### src/rtl/oven_pkg.sv
// Shared constants for the oven controller: key indices, key count and 50 MHz timing defaults.
package oven_pkg;

   localparam int N_KEYS = 6;

   localparam int KEY_PWR  = 0;
   localparam int KEY_BAKE = 1;
   localparam int KEY_RUN  = 2;
   localparam int KEY_DN   = 3;
   localparam int KEY_UP   = 4;
   localparam int KEY_SHOW = 5;

   localparam int DB_CYC_DEF        = 500_000;     // 10 ms
   localparam int RPT_DELAY_CYC_DEF = 25_000_000;  // 500 ms
   localparam int RPT_RATE_CYC_DEF  = 5_000_000;   // 100 ms
   localparam logic [N_KEYS-1:0] RPT_MASK_DEF = 6'b011000;

   typedef enum logic [1:0] {
      RPT_IDLE   = 2'd0,
      RPT_DELAY  = 2'd1,
      RPT_REPEAT = 2'd2
   } rpt_state_e;

endpackage

### src/rtl/key_debounce.sv
// One key line: 2-flop synchronizer, stable-count debouncer and registered edge pulses.
module key_debounce #(
   parameter int DB_CYC = 4
) (
   input  logic clk,
   input  logic rst,
   input  logic raw_i,
   output logic level_o,
   output logic rise_o,
   output logic fall_o,
   output logic rise_now_o,
   output logic fall_now_o
);
   localparam int CW = (DB_CYC > 1) ? $clog2(DB_CYC) : 1;
   localparam logic [CW-1:0] CNT_LAST = CW'(DB_CYC - 1);

   logic [1:0]    sync_q, sync_d;
   logic [CW-1:0] cnt_q, cnt_d;
   logic          level_q, level_d;
   logic          rise_q, rise_d;
   logic          fall_q, fall_d;

   always_comb begin
      sync_d  = {sync_q[0], raw_i};
      cnt_d   = '0;
      level_d = level_q;
      // Any cycle that agrees with the accepted level restarts the stability count.
      if (sync_q[1] != level_q) begin
         if (cnt_q == CNT_LAST) level_d = sync_q[1];
         else                   cnt_d   = cnt_q + 1'b1;
      end
      rise_d = level_d & ~level_q;
      fall_d = ~level_d & level_q;
   end

   always_ff @(posedge clk or posedge rst) begin
      if (rst) begin
         sync_q  <= '0;
         cnt_q   <= '0;
         level_q <= 1'b0;
         rise_q  <= 1'b0;
         fall_q  <= 1'b0;
      end else begin
         sync_q  <= sync_d;
         cnt_q   <= cnt_d;
         level_q <= level_d;
         rise_q  <= rise_d;
         fall_q  <= fall_d;
      end
   end

   assign level_o    = level_q;
   assign rise_o     = rise_q;
   assign fall_o     = fall_q;
   assign rise_now_o = rise_d;
   assign fall_now_o = fall_d;

endmodule

### src/rtl/oven_key_conditioner.sv
// Oven key front-end: per-key debounce plus press/release pulses and auto-repeat on masked keys.
module oven_key_conditioner #(
   parameter int                N_KEYS        = oven_pkg::N_KEYS,
   parameter int                DB_CYC        = oven_pkg::DB_CYC_DEF,
   parameter int                RPT_DELAY_CYC = oven_pkg::RPT_DELAY_CYC_DEF,
   parameter int                RPT_RATE_CYC  = oven_pkg::RPT_RATE_CYC_DEF,
   parameter logic [N_KEYS-1:0] RPT_MASK      = N_KEYS'(oven_pkg::RPT_MASK_DEF)
) (
   input  logic              clk,
   input  logic              rst,
   input  logic [N_KEYS-1:0] key_raw,
   output logic [N_KEYS-1:0] key_level,
   output logic [N_KEYS-1:0] key_press,
   output logic [N_KEYS-1:0] key_release,
   output logic [N_KEYS-1:0] key_held
);
   import oven_pkg::*;

   localparam int TMAX = (RPT_DELAY_CYC > RPT_RATE_CYC) ? RPT_DELAY_CYC : RPT_RATE_CYC;
   localparam int TW   = (TMAX > 1) ? $clog2(TMAX) : 1;
   localparam logic [TW-1:0] DLY_LAST  = TW'(RPT_DELAY_CYC - 1);
   localparam logic [TW-1:0] RATE_LAST = TW'(RPT_RATE_CYC - 1);

   logic [N_KEYS-1:0] rise, rise_now, fall_now;

   for (genvar gi = 0; gi < N_KEYS; gi++) begin : g_key
      localparam logic RPT_EN = RPT_MASK[gi];

      rpt_state_e    st_q, st_d;
      logic [TW-1:0] tmr_q, tmr_d;
      logic          rpt_q, rpt_d;
      logic          held_q, held_d;

      key_debounce #(.DB_CYC(DB_CYC)) u_deb (
         .clk        (clk),
         .rst        (rst),
         .raw_i      (key_raw[gi]),
         .level_o    (key_level[gi]),
         .rise_o     (rise[gi]),
         .fall_o     (key_release[gi]),
         .rise_now_o (rise_now[gi]),
         .fall_now_o (fall_now[gi])
      );

      // Reacting to the same-edge rise/fall keeps repeat timing aligned with the
      // press pulse and lets a release suppress a coincident repeat.
      always_comb begin
         st_d  = st_q;
         tmr_d = tmr_q;
         rpt_d = 1'b0;
         unique case (st_q)
            RPT_IDLE: begin
               if (RPT_EN && rise_now[gi]) begin
                  st_d  = RPT_DELAY;
                  tmr_d = '0;
               end
            end
            RPT_DELAY: begin
               if (fall_now[gi]) begin
                  st_d  = RPT_IDLE;
                  tmr_d = '0;
               end else if (tmr_q == DLY_LAST) begin
                  st_d  = RPT_REPEAT;
                  tmr_d = '0;
                  rpt_d = 1'b1;
               end else begin
                  tmr_d = tmr_q + 1'b1;
               end
            end
            RPT_REPEAT: begin
               if (fall_now[gi]) begin
                  st_d  = RPT_IDLE;
                  tmr_d = '0;
               end else if (tmr_q == RATE_LAST) begin
                  tmr_d = '0;
                  rpt_d = 1'b1;
               end else begin
                  tmr_d = tmr_q + 1'b1;
               end
            end
            default: begin
               st_d  = RPT_IDLE;
               tmr_d = '0;
            end
         endcase
         held_d = (st_d == RPT_REPEAT);
      end

      always_ff @(posedge clk or posedge rst) begin
         if (rst) begin
            st_q   <= RPT_IDLE;
            tmr_q  <= '0;
            rpt_q  <= 1'b0;
            held_q <= 1'b0;
         end else begin
            st_q   <= st_d;
            tmr_q  <= tmr_d;
            rpt_q  <= rpt_d;
            held_q <= held_d;
         end
      end

      assign key_press[gi] = rise[gi] | rpt_q;
      assign key_held[gi]  = held_q;
   end

endmodule

### config.mk
export PLATFORM = sky130hd
export DESIGN_NAME = oven_key_conditioner
export DESIGN_NICKNAME = d
export VERILOG_FILES = /design/src/rtl/oven_pkg.sv /design/src/rtl/key_debounce.sv /design/src/rtl/oven_key_conditioner.sv
export SDC_FILE = /design/constraint.sdc
export NUM_CORES = 1
export LEC_CHECK = 0
export ABC_AREA = 1
export CORE_UTILIZATION = 35
export DETAILED_ROUTE_END_ITERATION = 10
export PLACE_DENSITY_LB_ADDON = 0.05
export SLEW_MARGIN = 20
export SYNTH_ARGS = -nofsm -noshare
export SYNTH_HDL_FRONTEND = slang
export SYNTH_SLANG_ARGS = --single-unit
### constraint.sdc
create_clock -name clk -period 11.4 [get_ports clk]
set_input_delay 1.71 -clock clk [delete_from_list [all_inputs] [get_ports clk]]
set_output_delay 1.71 -clock clk [all_outputs]
set_load 0.03 [all_outputs]
## Yosys cells after proc, flatten, opt, wreduce, memory -nomap -nowiden

Index checks and enable logic that the tools add are counted.

- Bits of input ports: 8
- Logic and storage cells: 258
- Output and inout port bits: 24
- Register bits: 318

- Add/subtract/negate cells: 12
- Equal/unequal tests: 44
- Reduce and logical (&&, ||, !) cells: 6
- Multiplexer cells: 112
- Bitwise operators: 30

Operator list:

| kind | count |
|---|---|
| 25-bit 2-to-1 mux | 26 |
| 25-bit one-hot mux with 3 select lines | 6 |
| 19-bit 2-to-1 mux | 12 |
| 25-bit by 1-bit adder with 25-bit output (second input constant) | 6 |
| 25-bit by 23-bit equality test with 1-bit output (second input constant) | 6 |
| 25-bit equality test (second input constant) | 6 |
| 19-bit by 1-bit adder with 19-bit output (second input constant) | 6 |
| 19-bit equality test (second input constant) | 6 |
| 2-bit 2-to-1 mux | 20 |
| 1-bit 2-to-1 mux | 36 |
| 2-bit one-hot mux with 3 select lines | 6 |
| 2-bit equality test (second input constant) | 12 |
| 1-bit AND | 12 |
| 2-bit by 1-bit equality test with 1-bit output (second input constant) | 6 |
| 2-bit zero test | 6 |
| 1-bit NOT | 12 |
| 1-bit one-hot mux with 2 select lines | 6 |
| 1-bit inequality test | 6 |
| 1-bit bitwise OR | 6 |
| 2-bit by 1-bit inequality test with 1-bit output (second input constant) | 2 |

## Longest topological paths before layout

- Depth after elaboration: 8
- Mapped depth: 12
- Depth with buffers taken out: 12

## Hierarchy

From an unflattened synthesis, not the netlist that was laid out.

- Cells, all modules: 2723
- Area, all modules: 19781.5 µm²

Modules (own cells, without submodules):

| module | instances | seq. area each (µm²) | area each (µm²) | cells an instance |
|---|---|---|---|---|
| oven_key_conditioner | 1 | 4354.2 | 12304.3 | 1787 |
| key_debounce | 6 | 600.6 | 1246.2 | 156 |

## Least setup slack after synthesis

No wires, ideal clock.

- Kind: register -> output
- From: register g_key[0].rpt_q
- To: output port key_press[0]
- Slack: 8988 ps
- Data required time: 9690 ps
- Buffers on the path: 0
- Arrival time: 702 ps
- Stages on the path, launching flop included: 2
- Cells stage by stage: dfrtp_1 > or2_2

- Word-level cells in the longest chain between the ends: 1

RTL lines:

| item | RTL line | text |
|---|---|---|
| start: declaration | oven_key_conditioner.sv:31 | `logic rpt_q, rpt_d;` |
| start signal: assignment | oven_key_conditioner.sv:98 | `rpt_q <= rpt_d;` |
| 1-bit bitwise OR | oven_key_conditioner.sv:103 | `assign key_press[gi] = rise[gi] \| rpt_q;` |
| end: declaration | oven_key_conditioner.sv:13 | `output logic [N_KEYS-1:0] key_press,` |

Every way passes these cells.

==> summary.md <==
After the first detailed-routing iteration, the DRC count stood at 1,023. The total detailed-routing wirelength is 45,900 um, and the largest stage delay on the critical path is 0.77 ns. The area of the mapped netlist was 19,500 um^2; the height of the chip was 238 um.

The clock reaches the later pin of the worst-skew pair after 0.57 ns. For this configuration, the core starts out at a cell density of 35.4%. The tools report the global-route total usage across every layer as 16.8%.

Counting flops with a built-in enable in the synthesized netlist gives 0. Setup violations remaining at the end of the flow were counted as 0. At the end of routability-driven placement, the weighted congestion stood at 0.876.

The number of global-route vias before repair was 16,100. The vias after detailed routing is 16,700, and the wire length on met2 is 20,500 um. The total clock buffers created by CTS was 42. The slowest stage of the critical path belongs to the cell sky130_fd_sc_hd__buf_4. Summed over all nets, the half-perimeter wirelength after detailed placement is 32,200 um.

The worst setup path is of the input port to asynchronous set/reset pin kind. The final critical path time including I/O delays and setup is 3.89 ns, and the maximum number of buffers from clock root to sink is 3. The largest fanout on the critical path is 132. The maximum level of the CTS H-tree was 2.

The mean number of vias per cell works out to 4.75. For this design the static power due to leakage is 9.85 nW. Data arrives at the worst endpoint at 4.47 ns. After layout, the worst path uses 34.1% of the clock period. The run gives 0 as the number of DRC violations after detailed routing. The largest total area in the synthesized netlist belongs to sky130_fd_sc_hd__dfrtp_1.

Yosys mapped the design onto 49 distinct sky130hd cell types. The number of antenna diodes in the final layout is 0. The flow ran to the end, and the final reports show no timing, DRC or antenna violations.

Detail-routed net length per standard cell: 13.0 um. The number of clock sinks was 318; the power per unit of standard cell area was 119 nW/um^2. Highest clock frequency the design can meet: 0.257 GHz. STA classifies the critical path startpoint as an input port.

The number of setup buffers added after CTS was 0; the placed cell count was 3,448. Setup repair after global routing left no endpoint under its margin. After synthesis, the cell types taking the most area are sky130_fd_sc_hd__dfrtp_1 41%, sky130_fd_sc_hd__nand2_1 14%, sky130_fd_sc_hd__nor2_1 8.0%, sky130_fd_sc_hd__inv_1 6.4%, sky130_fd_sc_hd__nand3_1 6.1%. The worst hold-check path type was flip-flop to flip-flop.

The initial antenna violation count is 0. After detailed routing, the wire length on met1 is 23,200 um. Clock root buffer: sky130_fd_sc_hd__clkbuf_16. In this run the count of I/O pins placed on the die edge is 32. The run gives 28.5% as the relative slew slack.

The total overflow left after global routing is 0. The number of resized instances in the post-cts repair step was 0. Synthesis produced 2,731 cells. TritonCTS built the clock tree.

For the global-route wire length before repair, the log shows 80,100 um. The top cell type's share of synthesized area was 40.9%; the number of nets at the end of the flow was 2,788. Final count of hold timing violations: 0. The die is 238 um wide. The area growth from synthesis to layout is 12.4%. Summed over all nets, wire length on met3 after detailed routing comes to 1570 um. The kind of end point of the critical path was an asynchronous set/reset pin.

The finished layout holds 3,525 standard cells, fillers aside. The die covers 56,500 um^2. Commonest register cell after synthesis: sky130_fd_sc_hd__dfrtp_1. In this run, post-CTS hold repair placed 0 buffers. Across the run, the number of max-cap violations was 0. Yosys printed 0 warnings.

The count of buffers added on input and output ports is 31. The signal on the critical path passes through clkdlybuf4s50_1 > inv_8 > buf_12 > buf_4. The sequential element share of the synthesized area was 40.9%; the number of rows in the core area was 86.

The run gives 0.0205 ns as the setup clock skew after layout. Once detail routing completed, the nets flagged for antenna violations numbered 0. Synthesis inferred 318 register bits. The worst-margin pin slew is 1.07 ns, and the largest voltage drop on the vdd net is 0.0929 mV.

The number of nets in the synthesized netlist is 2,775. STA puts the critical path data required time at 11.98 ns. The top metal layer carrying routed signals was met4.

Detailed-router iteration count before antenna repair: 5. Entering global routing, the biggest net connects 133 pins. The fraction of final layout cells sized beyond drive strength 1 came out at 5.65%.

Averaged over all synthesized cells, the footprint is 7.12 um^2. The setup total negative slack was 0 ns; the number of max-slew violations in the final report was 0. The post-synthesis async set-or-reset flop share is 100%, and the setup slack on the worst flop-to-flop path is 8.83 ns. The total area inside the core boundary comes to 55,000 um^2. The clock slew seen by the registers of the worst setup and hold paths works out to 0.06 ns. The most common cell in the netlist is sky130_fd_sc_hd__nand2_1. By count the netlist is led by 745 x sky130_fd_sc_hd__nand2_1, 417 x sky130_fd_sc_hd__nor2_1, 334 x sky130_fd_sc_hd__inv_1.
worst paths after layout:
path / start / to / cells after the start
setup / recovery: rst / g_key[2].u_deb.cnt_q[8]$_DFF_PP0_ / 4
hold / removal: g_key[2].u_deb.sync_q[0]$_DFF_PP0_ / g_key[2].u_deb.sync_q[1]$_DFF_PP0_ / 0
setup reg to reg: g_key[4].u_deb.cnt_q[0]$_DFF_PP0_ / g_key[4].tmr_q[22]$_DFFE_PP0P_ / 8
hold reg to reg: g_key[2].u_deb.sync_q[0]$_DFF_PP0_ / g_key[2].u_deb.sync_q[1]$_DFF_PP0_ / 0
max in group clk: g_key[1].rpt_q$_DFF_PP0_ / key_press[1] / 2
min in group asynchronous: rst / g_key[0].u_deb.cnt_q[15]$_DFF_PP0_ / 2
layout by cell type (no fill, tap or decap), types with 3 or more instances in the layout:
cell type / count
sky130_fd_sc_hd__a21oi_1: 33
sky130_fd_sc_hd__and2_1: 3
sky130_fd_sc_hd__and3_1: 3
sky130_fd_sc_hd__buf_4: 3
sky130_fd_sc_hd__bufinv_16: 4
sky130_fd_sc_hd__clkbuf_1: 5
sky130_fd_sc_hd__clkbuf_16: 45
sky130_fd_sc_hd__clkbuf_8: 12
sky130_fd_sc_hd__clkdlybuf4s50_1: 31
sky130_fd_sc_hd__clkinv_2: 8
sky130_fd_sc_hd__clkinvlp_4: 3
sky130_fd_sc_hd__dfrtp_1: 318
sky130_fd_sc_hd__ha_1: 33
sky130_fd_sc_hd__ha_2: 3
sky130_fd_sc_hd__inv_1: 333
sky130_fd_sc_hd__inv_2: 9
sky130_fd_sc_hd__nand2_1: 745
sky130_fd_sc_hd__nand2_2: 9
sky130_fd_sc_hd__nand3_1: 237
sky130_fd_sc_hd__nand3_2: 4
sky130_fd_sc_hd__nand3b_1: 25
sky130_fd_sc_hd__nand4_1: 106
sky130_fd_sc_hd__nor2_1: 416
sky130_fd_sc_hd__nor2_2: 21
sky130_fd_sc_hd__nor2_4: 4
sky130_fd_sc_hd__nor3_1: 99
sky130_fd_sc_hd__nor3_2: 3
sky130_fd_sc_hd__nor3b_1: 19
sky130_fd_sc_hd__nor4_1: 21
sky130_fd_sc_hd__o21a_1: 5
sky130_fd_sc_hd__o21ai_0: 44
sky130_fd_sc_hd__o21ai_1: 18
sky130_fd_sc_hd__or2_2: 12
sky130_fd_sc_hd__xnor2_1: 24
sky130_fd_sc_hd__xor2_1: 93
area by class of cell:
cell class	count	area [um^2]
Clock buffer	62	1310
Clock inverter	15	186
Fill cell	5749	33100
Inverter	345	1300
Multi-Input combinational cell	2002	9820
Sequential cell	318	7960
Tap cell	748	936
Timing Repair Buffer	35	353
cell families after synthesis:
group / Yosys count / synth area share (%)
simple gates: 1736 / 39.5
buf+inv: 411 / 8.82
flops: 318 / 40.9
xor+xnor: 117 / 5.27
compound gates: 113 / 3.20
fa+ha+maj: 36 / 2.32
through the flow:
stage | instance area [um^2] | hold WS [ns] | setup slack (ns) | util (%) | total power, mW
after floorplan | 19500 | 0.331 | 0.890 | - | 1.19
after global placement | 20300 | 0.335 | 6.74 | 37.0 | 1.21
after detailed placement | 20300 | 0.336 | 6.68 | 37.0 | 1.21
after CTS | 21800 | 0.349 | 7.29 | 39.7 | 2.67
after global routing | 21900 | 0.366 | 7.04 | 39.8 | 2.71
final | 21900 | 0.350 | 7.51 | 39.8 | 2.60
report_power, final:
part | leakage [nW] | internal [mW] | switching, mW | total [mW]
Combinational | 4.71 | 0.0101 | 0.0378 | 0.0479
Clock | 0.736 | 0.885 | 0.525 | 1.41
Sequential | 4.40 | 1.14 | 0.00510 | 1.14
registers in the layout, indices dropped and copies added (netlist names):
signal               count
g_key.st_q              12
g_key.held_q             6
g_key.u_deb.level_o      6
g_key.u_deb.sync_q      12
g_key.rpt_q              6
g_key.u_deb.rise_o       6
g_key.u_deb.cnt_q      114
g_key.u_deb.fall_o       6
g_key.tmr_q            150
metal layers:
layer | global-route usage, % | vias up
met5 | 0 | -
met4 | 4.07 | 0
met3 | 2.89 | 56
met2 | 26.5 | 198
met1 | 23.9 | 7771
li1 | - | 8722
worst max-delay path, delay by kind of cell:
kind / cells / cell delay [ns]
buf+inv: 4 / 2.51
No activity file was read; power rests on OpenSTA's default activity.
